[src/rtl/flag_branch_unit_pkg.sv]
// Shared definitions for the flag/branch unit: ALU opcode encoding, CCR bit
// positions and the flush FSM state type.
package flag_branch_unit_pkg;

   localparam logic [4:0] OP_NOP  = 5'd0;
   localparam logic [4:0] OP_SETC = 5'd1;
   localparam logic [4:0] OP_CLRC = 5'd2;
   localparam logic [4:0] OP_NOT  = 5'd3;
   localparam logic [4:0] OP_NEG  = 5'd4;
   localparam logic [4:0] OP_INC  = 5'd5;
   localparam logic [4:0] OP_DEC  = 5'd6;
   localparam logic [4:0] OP_MOV  = 5'd7;
   localparam logic [4:0] OP_SWAP = 5'd8;
   localparam logic [4:0] OP_ADD  = 5'd9;
   localparam logic [4:0] OP_SUB  = 5'd10;
   localparam logic [4:0] OP_AND  = 5'd11;
   localparam logic [4:0] OP_OR   = 5'd12;
   localparam logic [4:0] OP_SHL  = 5'd13;
   localparam logic [4:0] OP_SHR  = 5'd14;
   localparam logic [4:0] OP_LDM  = 5'd15;
   localparam logic [4:0] OP_LDD  = 5'd16;
   localparam logic [4:0] OP_STD  = 5'd17;
   localparam logic [4:0] OP_PUSH = 5'd18;
   localparam logic [4:0] OP_POP  = 5'd19;
   localparam logic [4:0] OP_JZ   = 5'd20;
   localparam logic [4:0] OP_JN   = 5'd21;
   localparam logic [4:0] OP_JC   = 5'd22;
   localparam logic [4:0] OP_JMP  = 5'd23;
   localparam logic [4:0] OP_CALL = 5'd24;
   localparam logic [4:0] OP_RET  = 5'd25;
   localparam logic [4:0] OP_RETI = 5'd26;

   localparam int FLG_C = 0;
   localparam int FLG_Z = 1;
   localparam int FLG_N = 2;
   localparam int FLG_V = 3;

   typedef enum logic {
      ST_IDLE  = 1'b0,
      ST_FLUSH = 1'b1
   } state_t;

endpackage

[src/rtl/flag_branch_unit_cond_eval.sv]
// Combinational branch condition evaluation: decides whether a control-flow
// opcode is taken and which CCR flag a taken conditional jump consumes.
module branch_cond_eval
   import flag_branch_unit_pkg::*;
#(
   parameter int CTRL_W = 5
) (
   input  logic [CTRL_W-1:0] alu_control,
   input  logic [3:0]        ccr,
   output logic              taken,
   output logic [3:0]        clr_mask
);

   always_comb begin
      taken    = 1'b0;
      clr_mask = 4'b0000;
      case (alu_control)
         CTRL_W'(OP_JZ): begin
            taken = ccr[FLG_Z];
            clr_mask[FLG_Z] = ccr[FLG_Z];
         end
         CTRL_W'(OP_JN): begin
            taken = ccr[FLG_N];
            clr_mask[FLG_N] = ccr[FLG_N];
         end
         CTRL_W'(OP_JC): begin
            taken = ccr[FLG_C];
            clr_mask[FLG_C] = ccr[FLG_C];
         end
         CTRL_W'(OP_JMP), CTRL_W'(OP_CALL), CTRL_W'(OP_RET), CTRL_W'(OP_RETI): begin
            taken = 1'b1;
         end
         default: begin
            taken    = 1'b0;
            clr_mask = 4'b0000;
         end
      endcase
   end

endmodule

[src/rtl/flag_branch_unit.sv]
// Execute-stage flag/branch unit: owns the CCR and its interrupt shadow, resolves
// jumps/calls/returns and drives a registered branch target plus multi-cycle flush.
module flag_branch_unit
   import flag_branch_unit_pkg::*;
#(
   parameter int CTRL_W       = 5,
   parameter int ADDR_W       = 16,
   parameter int FLUSH_CYCLES = 2
) (
   input  logic              clk,
   input  logic              rst,
   input  logic              valid_in,
   input  logic [CTRL_W-1:0] alu_control,
   input  logic [3:0]        alu_flags,
   input  logic [3:0]        flag_we,
   input  logic [ADDR_W-1:0] target,
   input  logic              int_req,
   output logic [3:0]        ccr,
   output logic              branch_taken,
   output logic [ADDR_W-1:0] branch_target,
   output logic              flush
);

   state_t              r_state;
   state_t              w_stateNext;
   logic [2:0]          r_flushCnt;
   logic [2:0]          w_flushCntNext;
   logic [3:0]          r_ccr;
   logic [3:0]          r_shadow;
   logic [3:0]          w_ccrNext;
   logic                r_branchTaken;
   logic [ADDR_W-1:0]   r_branchTarget;
   logic                w_accept;
   logic                w_take;
   logic                w_condTaken;
   logic [3:0]          w_clrMask;
   logic                w_aluOp;

   branch_cond_eval #(
      .CTRL_W(CTRL_W)
   ) u_cond (
      .alu_control(alu_control),
      .ccr        (r_ccr),
      .taken      (w_condTaken),
      .clr_mask   (w_clrMask)
   );

   // Jumps test the registered CCR, so a flag write only reaches a jump one cycle later.
   always_comb begin
      w_accept  = valid_in && (r_state == ST_IDLE);
      w_take    = w_accept && w_condTaken;
      w_aluOp   = (alu_control >= CTRL_W'(OP_NOT)) && (alu_control <= CTRL_W'(OP_SHR));
      w_ccrNext = r_ccr;
      if (w_accept) begin
         if (alu_control == CTRL_W'(OP_SETC)) begin
            w_ccrNext[FLG_C] = 1'b1;
         end else if (alu_control == CTRL_W'(OP_CLRC)) begin
            w_ccrNext[FLG_C] = 1'b0;
         end else if (w_aluOp) begin
            w_ccrNext = (r_ccr & ~flag_we) | (alu_flags & flag_we);
         end else if (alu_control == CTRL_W'(OP_RETI)) begin
            w_ccrNext = r_shadow;
         end else if (w_condTaken) begin
            w_ccrNext = r_ccr & ~w_clrMask;
         end
      end
   end

   always_comb begin
      w_stateNext    = r_state;
      w_flushCntNext = r_flushCnt;
      case (r_state)
         ST_IDLE: begin
            if (w_take) begin
               w_stateNext    = ST_FLUSH;
               w_flushCntNext = 3'(FLUSH_CYCLES);
            end
         end
         ST_FLUSH: begin
            if (r_flushCnt <= 3'd1) begin
               w_stateNext    = ST_IDLE;
               w_flushCntNext = 3'd0;
            end else begin
               w_flushCntNext = r_flushCnt - 3'd1;
            end
         end
         default: begin
            w_stateNext    = ST_IDLE;
            w_flushCntNext = 3'd0;
         end
      endcase
   end

   always_ff @(posedge clk or posedge rst) begin
      if (rst) begin
         r_state        <= ST_IDLE;
         r_flushCnt     <= 3'd0;
         r_ccr          <= 4'b0000;
         r_shadow       <= 4'b0000;
         r_branchTaken  <= 1'b0;
         r_branchTarget <= '0;
      end else begin
         r_state       <= w_stateNext;
         r_flushCnt    <= w_flushCntNext;
         r_ccr         <= w_ccrNext;
         r_branchTaken <= w_take;
         if (w_take) begin
            r_branchTarget <= target;
         end
         // Shadow captures the post-edge CCR so a same-cycle RETI or flag write is kept.
         if (int_req) begin
            r_shadow <= w_ccrNext;
         end
      end
   end

   assign ccr           = r_ccr;
   assign branch_taken  = r_branchTaken;
   assign branch_target = r_branchTarget;
   assign flush         = (r_state == ST_FLUSH);

endmodule
[config.mk]
export PLATFORM = sky130hd
export DESIGN_NAME = flag_branch_unit
export DESIGN_NICKNAME = d
export VERILOG_FILES = /design/src/rtl/flag_branch_unit_pkg.sv /design/src/rtl/flag_branch_unit_cond_eval.sv /design/src/rtl/flag_branch_unit.sv
export SDC_FILE = /design/constraint.sdc
export NUM_CORES = 1
export LEC_CHECK = 0
export ABC_AREA = 1
export CAP_MARGIN = 25
export CORE_MARGIN = 5
export CORE_UTILIZATION = 47
export CTS_CLUSTER_SIZE = 25
export DETAILED_ROUTE_END_ITERATION = 6
export PLACE_DENSITY = 0.84
export REMOVE_ABC_BUFFERS = 1
export SYNTH_ARGS = -nofsm -noshare
export SYNTH_HDL_FRONTEND = slang
export SYNTH_SLANG_ARGS = --single-unit
export TNS_END_PERCENT = 50
[constraint.sdc]
create_clock -name clk -period 3.5 [get_ports clk]
set_input_delay 0.525 -clock clk [delete_from_list [all_inputs] [get_ports clk]]
set_output_delay 0.525 -clock clk [all_outputs]
set_load 0.05 [all_outputs]
Yosys cells after proc, flatten, opt, wreduce, memory -nomap -nowiden:

Cells that the tools add are included.

* register bits after elaboration: 29
* input bits: 33
* output and inout bits: 22

* add/sub/neg operators: 1
* magnitude comparators: 3
* eq/ne operators: 10
* mux-type cells: 18
* bitwise gates (word level): 7
* reduce and logical (&&, ||, !) cells: 4

Operators by type and width (count)
* 5-bit == test (second input constant): 7
* 4-bit 2-to-1 mux: 4
* 4-bit AND: 3
* 3-bit 2-to-1 mux: 4
* 1-bit 2-to-1 mux: 7
* 3-bit one-hot mux with 2 select lines: 1
* 5-bit by 1-bit == test with 1-bit output (second input constant): 1
* 5-bit by 2-bit == test with 1-bit output (second input constant): 1
* 5-bit by 2-bit greater-or-equal comparator with 1-bit output (second input constant): 1
* 5-bit by 4-bit <= comparator with 1-bit output (second input constant): 1
* 3-bit inverter with 4-bit output: 1
* 4-bit inverter: 1
* 4-bit bitwise OR: 1
* 1-bit one-hot mux with 4 select lines: 1
* 4-bit OR reduction: 1
* 3-bit by 1-bit <= comparator with 1-bit output (second input constant): 1
* 1-bit logical AND: 3
* 3-bit by 1-bit subtractor with 3-bit output (second input constant): 1
* 2-bit inequality test (second input constant): 1
* 1-bit one-hot mux with 2 select lines: 1
* 1-bit inverter: 1

Logic depth before layout (Yosys ltp):

Gate-level depths: netlist of run 1.

* word-level depth: 10
* depth in mapped cells: 13
* gate-level depth less buffers: 12

By module:

Synthesis of run 1 repeated with hierarchy kept, for this count alone.

* cells, all modules: 208
* area, all modules: 1514.0 sq um

By module, submodules not included
* flag_branch_unit: times used 1, cells each 187, area each 1403.8 sq um, seq. area each 725.7 sq um
* branch_cond_eval: times used 1, cells each 21, area each 110.1 sq um, seq. area each 0.0 sq um

Least setup slack after synthesis of run 1:

OpenSTA, ideal clock, no wires.

* kind: reg-to-reg
* start point: register r_state, in the netlist flush
* end point: register r_shadow[2]
* arrival: 1.405 ns
* data required time: 3.384 ns
* setup slack: 1.979 ns
* cell stages (with the launch flop): 11
* path buffers: 0
* period minus slack after synthesis: 1.521 ns
* path through: dfrtp_1 -> inv_1 -> nand2_1 -> inv_1 -> nand2_1 -> nor2_1 -> nand2_1 -> nand2_1 -> nand2_2 -> nand2_1 -> nand2_1

* longest elaborated chain between the ends: 3

Ends and longest elaborated chain
* start: declaration: RTL line flag_branch_unit.sv:24 `state_t r_state;`
* start signal: assignment: RTL line flag_branch_unit.sv:103 `r_state <= w_stateNext;`
* 1-bit inverter
* 1-bit logical AND: RTL line flag_branch_unit.sv:50 `w_accept = valid_in && (r_state == ST_IDLE);`
* 4-bit 2-to-1 mux: RTL line flag_branch_unit.sv:54 `if (w_accept) begin`
* via w_ccrNext[2]: RTL line flag_branch_unit.sv:30 `logic [3:0] w_ccrNext;`
* end signal: assignment: RTL line flag_branch_unit.sv:112 `r_shadow <= w_ccrNext;`
* end: declaration: RTL line flag_branch_unit.sv:29 `logic [3:0] r_shadow;`

The timed path passes the listed nets, and every way through them passes these cells.
A chain may end at the register's enable or synchronous reset.

Worst setup path after layout of run 1:

* start point: register r_ccr[2], in the netlist ccr[2]
* end point: output port ccr[2]

RTL lines
* start: declaration: RTL line flag_branch_unit.sv:28 `logic [3:0] r_ccr;`
* start signal: assignment: RTL line flag_branch_unit.sv:105 `r_ccr <= w_ccrNext;`
* end: declaration: RTL line flag_branch_unit.sv:18 `output logic [3:0] ccr,`

No word-level cell between the ends.

==> run metrics, run 1 <==
# rows=20; met1 usage in global routing=0.193; Clock Latency Late Sink=0.32 ns; vias in the first global route=1,457; CTS buffer count=5; number of synthesized register bits=29; grt met2 use=0.301; most frequent cell after synthesis=nand2_1; Final Hold Fails=0; met3 Use GR=0.0911; Cells after DPL=299; Clock power frac=0.151; fin util=0.710; vias=1,430; R2R setup slack=1.87 ns; top cells by area, synth=dfrtp_1 48%, nand2_1 24%, inv_1 4.2%; Setup Skew=0.0121 ns; filler cell count=262; Crit path max-delay family=buffers and inverters; die area=0.00445 mm^2; switching power=886 uW; Switching Share=0.471; ys flop type=dfrtp_1; Post-Layout Cell Count=307; Tightest Hold Check Type=in2async; post-DP HPWL=2.69 mm; remaining antenna violation count after routing=0; fin nets=297; Distinct cells, synth=23; CTS Root Cell=clkbuf_4; final WL=3.57 mm; GRT overflow=0; post-synth top area share=0.480; total negative slack=0 ns; TritonCTS clock tree=yes; sequential power share=0.309; post-synth top area cell=dfrtp_1; Iter 0 DRT Violations=73; Crit Path Max Fanout=5; IO Pins=55; Combinational Power Share=0.540; cells after synthesis=204; Starting Density=0.491; Clock H-tree levels=2; Crit. End Element=output port; # setup viols final=0; crit path cell chain=clkdlybuf4s50_1; Max stage delay on crit path=0.83 ns; FF/Latch Area=726 um^2; RSZ-0062 raised after global routing=false; Synth Warn #=0; Avg Synthesized Cell Area=7.42 um^2; vias per std cell=4.66; ys async rst share=1.00; Layout area overhead=44.5%; Worst-path clk slew=0.10 ns; PortBufs=54; Die X=66.7 um; initial antenna violation count=0; most instantiated cells after synthesis=97 x nand2_1, 29 x dfrtp_1, 17 x inv_1, 13 x nor2_1, 12 x nand3_1; status=finished, final reports clean; crit path launch type=flop; reg-to-reg startpoint=flush; largest net degree at the start of global routing=25; FF-to-FF End=branch_target[12]; first-pass GRT wire length=6.05 mm; post_cts resized=0; Leak Pwr=1.11 nW; Power Density=861 mW/mm^2; Post-Syn Area=0.00151 mm^2; Final Cycle Share=0.598; Slowest cell on crit path=clkdlybuf4s50_1; Max VDD drop=728 uV; floorplan core area=0.00308 mm^2; hold_buf cts=0; Final Wtd Congestion=0.814; Worst Tran Pin Value=0.516 ns; Worst Path Arrival=1.57 ns; Remaining DRCs=0; Routed WL per cell=11.6 um; Max clock buf depth=2; cells on worst reg2reg path=7; Required @ worst endpoint=2.97 ns; ANT cells=0; Final Critical Period=2.09 ns; Final Max Tran Viols=0; Seq/Total Area, Yosys=0.480; Rel. slew slack=0.655; Hold WS=0.439 ns; layout cell share with drive strength beyond 1=0.0837; WS Path Type=reg2out; CP Buf/Inv Count=1; GR Util All Layers=0.181; GRT busiest layer=met2; post-CTS setup buffers=0; Peak Freq=0.478 GHz; Post-synth EDFFs=0; max-cap check violation count=0; Internal=996 uW; Die Height=66.7 um; CTS Sinks=29; multi-input logic area=673 um^2; DR pass1 iterations=5
-- layout by cell type, fill, tap and decap left out, drive strengths merged, types with 2 or more instances in the layout --
cell and instances:
nand2 103, clkdlybuf4s50 54, dfrtp 29, inv 21, nor2 17, nand3 12
clkbuf 7, o21ai 6, a21oi 2, o211ai 2, nand4 2, ha 2
-- layout make-up --
| type | instances | share of cell area |
|---|---|---|
| clock buffer | 7 | 0.0252 |
| clock inverter | 1 | 0.0137 |
| inverter | 21 | 0.0361 |
| multi-input combinational | 150 | 0.308 |
| sequential | 29 | 0.332 |
| tap | 44 | 0.0252 |
| timing repair buffer | 55 | 0.260 |
-- logic make-up (layout without fill, tap and decap cells) --
family          Yosys count  count (layout)  synth area share
simple gates            134             134             0.372
flops                    29              29             0.480
buf+inv                  25              84            0.0753
compound gates           13              13            0.0505
fa+ha+maj                 2               2            0.0165
xor+xnor                  1               1           0.00579
-- registers in the layout, indices dropped and copies added, names as in the netlist --
signal and count:
branch_taken 1, branch_target 16, ccr 4, flush 1, r_flushCnt 3, r_shadow 4
-- routing by layer --
| metal | wire length [um] | up-vias | share of wire |
|---|---|---|---|
| li1 | - | 739 | - |
| met1 | 1480 | 633 | 0.42 |
| met3 | 414 | 2 | 0.12 |
| met2 | 1650 | 56 | 0.46 |
| met4 | 17 | 0 | 0.0048 |
| met5 | 0 | - | 0 |
-- power by group through the flow --
stage,Combinational (mW),Clock [mW],Sequential (mW)
after floorplan,0.257,0,0.984
after global placement,1.00,0,0.581
after detailed placement,1.02,0,0.583
after CTS,1.03,0.290,0.583
after global routing,1.09,0.310,0.604
final,1.02,0.284,0.582
-- per-stage QoR --
stage | setup WS [ns] | power [mW] | instance area (um^2)
after floorplan | 1.90 | 1.24 | 1480
after global placement | 1.27 | 1.58 | 2070
after detailed placement | 1.17 | 1.60 | 2100
after CTS | 1.38 | 1.90 | 2190
after global routing | 1.32 | 2.00 | 2190
final | 1.41 | 1.88 | 2190
-- worst max-delay path by stage --
stage                              start                end  slack, ns  depth (start not counted)
after CTS                         ccr[2]             ccr[2]       1.38                          1
after global routing              ccr[2]             ccr[2]       1.32                          1
after global placement    alu_control[1]   branch_target[6]       1.27                         10
after floorplan                   ccr[1]   branch_target[0]       1.90                          8
final                             ccr[2]             ccr[2]       1.41                          1
after detailed placement  alu_control[1]  branch_target[15]       1.17                         10
(Power assumes the default switching activity.)
==> inputs of run 2 (changes only) <==
Settings changed: CORE_UTILIZATION 47 to 44, PLACE_DENSITY 0.84 to 0.79.
Clock period 3.5 ns to 2 ns, I/O delays scaled along.
==> run 2 against run 1 <==
Compared with the run above: register-to-register slack got worse by 1.3 ns; first-iteration DRC count decreased by 33%; clock skew decreased by 0.0092 ns; worst hold slack got worse by 0.077 ns; sequential power increased by 75%; worst setup slack got worse by 1.3 ns; combinational power increased by 75%; total power increased by 65%; sequential share of layout area increased by 0.58 points; sequential cell count unchanged; non-clock buffer count increased by 3; largest power group unchanged.
==> run metrics, run 2 (synthesis gave the netlist of run 1 again) <==
first-pass GRT wire length=5.84 mm; pre-CTS WS=0.0768 ns; multi-input logic area=673 um^2; # setup viols final=0; vias per std cell=4.53; reg-to-reg startpoint=flush; Final Critical Period=1.86 ns; Clock power frac=0.097; FF-to-FF End=r_shadow[2]; CTS Root Cell=clkbuf_4; vias=1,404; CP Launch Point=ccr[2]; Power Density=1440 mW/mm^2; hold_buf cts=0; Crit path max-delay family=buffers and inverters; Worst path depth=1; Largest register FFs=16; Tightest Hold Check Type=in2async; crit path launch type=flop; floorplan core area=0.00334 mm^2; initial antenna violation count=0; IO Pins=55; fin util=0.644; R2R setup slack=0.55 ns; Clock H-tree levels=2; max-cap check violation count=0; layout cell share with drive strength beyond 1=0.0909; post_cts resized=0; sequential power share=0.329; GRT overflow=0; Clock Latency Late Sink=0.31 ns; largest net degree at the start of global routing=30; CP Buf/Inv Count=1; WS Path Type=reg2out; Final Hold Fails=0; Max stage delay on crit path=0.83 ns; # rows=21; Layout area overhead=42.0%; die area=0.00471 mm^2; Combinational Power Share=0.574; RSZ-0062 raised after global routing=false; Post-Layout Cell Count=310; Worst Tran Pin Value=0.529 ns; filler cell count=302; Peak Freq=0.537 GHz; FF/Latch Area=726 um^2; remaining antenna violation count after routing=0; Leak Pwr=1.10 nW; vias in the first global route=1,439; switching power=1.53 mW; post-DP HPWL=2.77 mm; most common cell after layout, fill and taps aside=nand2_1; Starting Density=0.453; Worst-path clk slew=0.08 ns; Final Cycle Share=0.931; Remaining DRCs=0; final worst setup slack=0.138 ns; cells on worst reg2reg path=10; CTS Sinks=29; TritonCTS clock tree=yes; Routed WL per cell=11.4 um; final WL=3.54 mm; DR pass1 iterations=4; Slowest cell on crit path=clkdlybuf4s50_1; Die Height=68.6 um; Required @ worst endpoint=1.70 ns; Crit. End Element=output port; Max clock buf depth=2; crit path cell chain=clkdlybuf4s50_1; Rel. slew slack=0.646; ANT cells=0; post-CTS setup buffers=0; Die X=68.6 um; Crit Path Max Fanout=5; commonest non-fill, non-tap cells in the layout=97 x nand2_1, 54 x clkdlybuf4s50_1, 29 x dfrtp_1, 17 x inv_1, 13 x nor2_1; GR Util All Layers=0.168; Final Wtd Congestion=0.764; total negative slack=0 ns; CTS buffer count=5; PortBufs=54; fin nets=300; Iter 0 DRT Violations=49; Max VDD drop=1120 uV; Final Max Tran Viols=0; Internal=1.57 mW; Cells after DPL=304; Setup Skew=0.00288 ns; status=finished, final reports clean; Worst Path Arrival=1.56 ns; Switching Share=0.494
-- run 2: cell count changes in the layout (fill, tap and decap cells not counted), sizes merged --
cell,change
buf,+3
clkbuf,-2
bufinv,-1
clkinv,+1
-- run 2: power by group through the flow --
stage / sequential [mW] / combinational, mW / clock (mW)
2_1_floorplan: 1.72 / 0.451 / 0
3_3_place_gp: 1.02 / 1.76 / 0
3_5_place_dp: 1.03 / 1.79 / 0
4_1_cts: 1.03 / 1.80 / 0.316
5_1_grt: 1.06 / 1.91 / 0.341
6_report: 1.02 / 1.78 / 0.301
-- run 2: area by class of cell --
| type | count | area share |
|---|---|---|
| timing repair buffer | 58 | 0.266 |
| clock inverter | 1 | 0.00233 |
| clock buffer | 5 | 0.0175 |
| sequential | 29 | 0.338 |
| inverter | 21 | 0.0367 |
| multi-input combinational | 150 | 0.313 |
| tap | 46 | 0.0268 |
-- run 2: worst max-delay path by stage --
| stage | end |
|---|---|
| after global placement | branch_target[8] |
| after global routing | ccr[2] |
| after detailed placement | branch_target[8] |
| final | ccr[2] |
| after CTS | ccr[2] |
| after floorplan | branch_target[0] |
-- run 2: metal layers --
metal / track usage / vias to the layer above / part of all wire
li1: - / 742 / -
met1: 0.173 / 606 / 0.43
met2: 0.302 / 52 / 0.47
met3: 0.0713 / 4 / 0.099
met4: 0.0596 / 0 / 0.0079
met5: 0 / - / 0
-- run 2: stage by stage --
| step | power, mW | hold WS (ns) | cell area [um^2] |
|---|---|---|---|
| 2_1_floorplan | 2.17 | 0.378 | 1480 |
| 3_3_place_gp | 2.79 | 0.462 | 2110 |
| 3_5_place_dp | 2.82 | 0.464 | 2110 |
| 4_1_cts | 3.14 | 0.357 | 2150 |
| 5_1_grt | 3.31 | 0.402 | 2150 |
| 6_report | 3.10 | 0.363 | 2150 |
==> inputs of run 3 (changes only) <==
Settings changed: CTS_CLUSTER_SIZE 25 to not set.
==> results of run 3 <==
Final layout, timing and power as in run 2 (identical DEF).
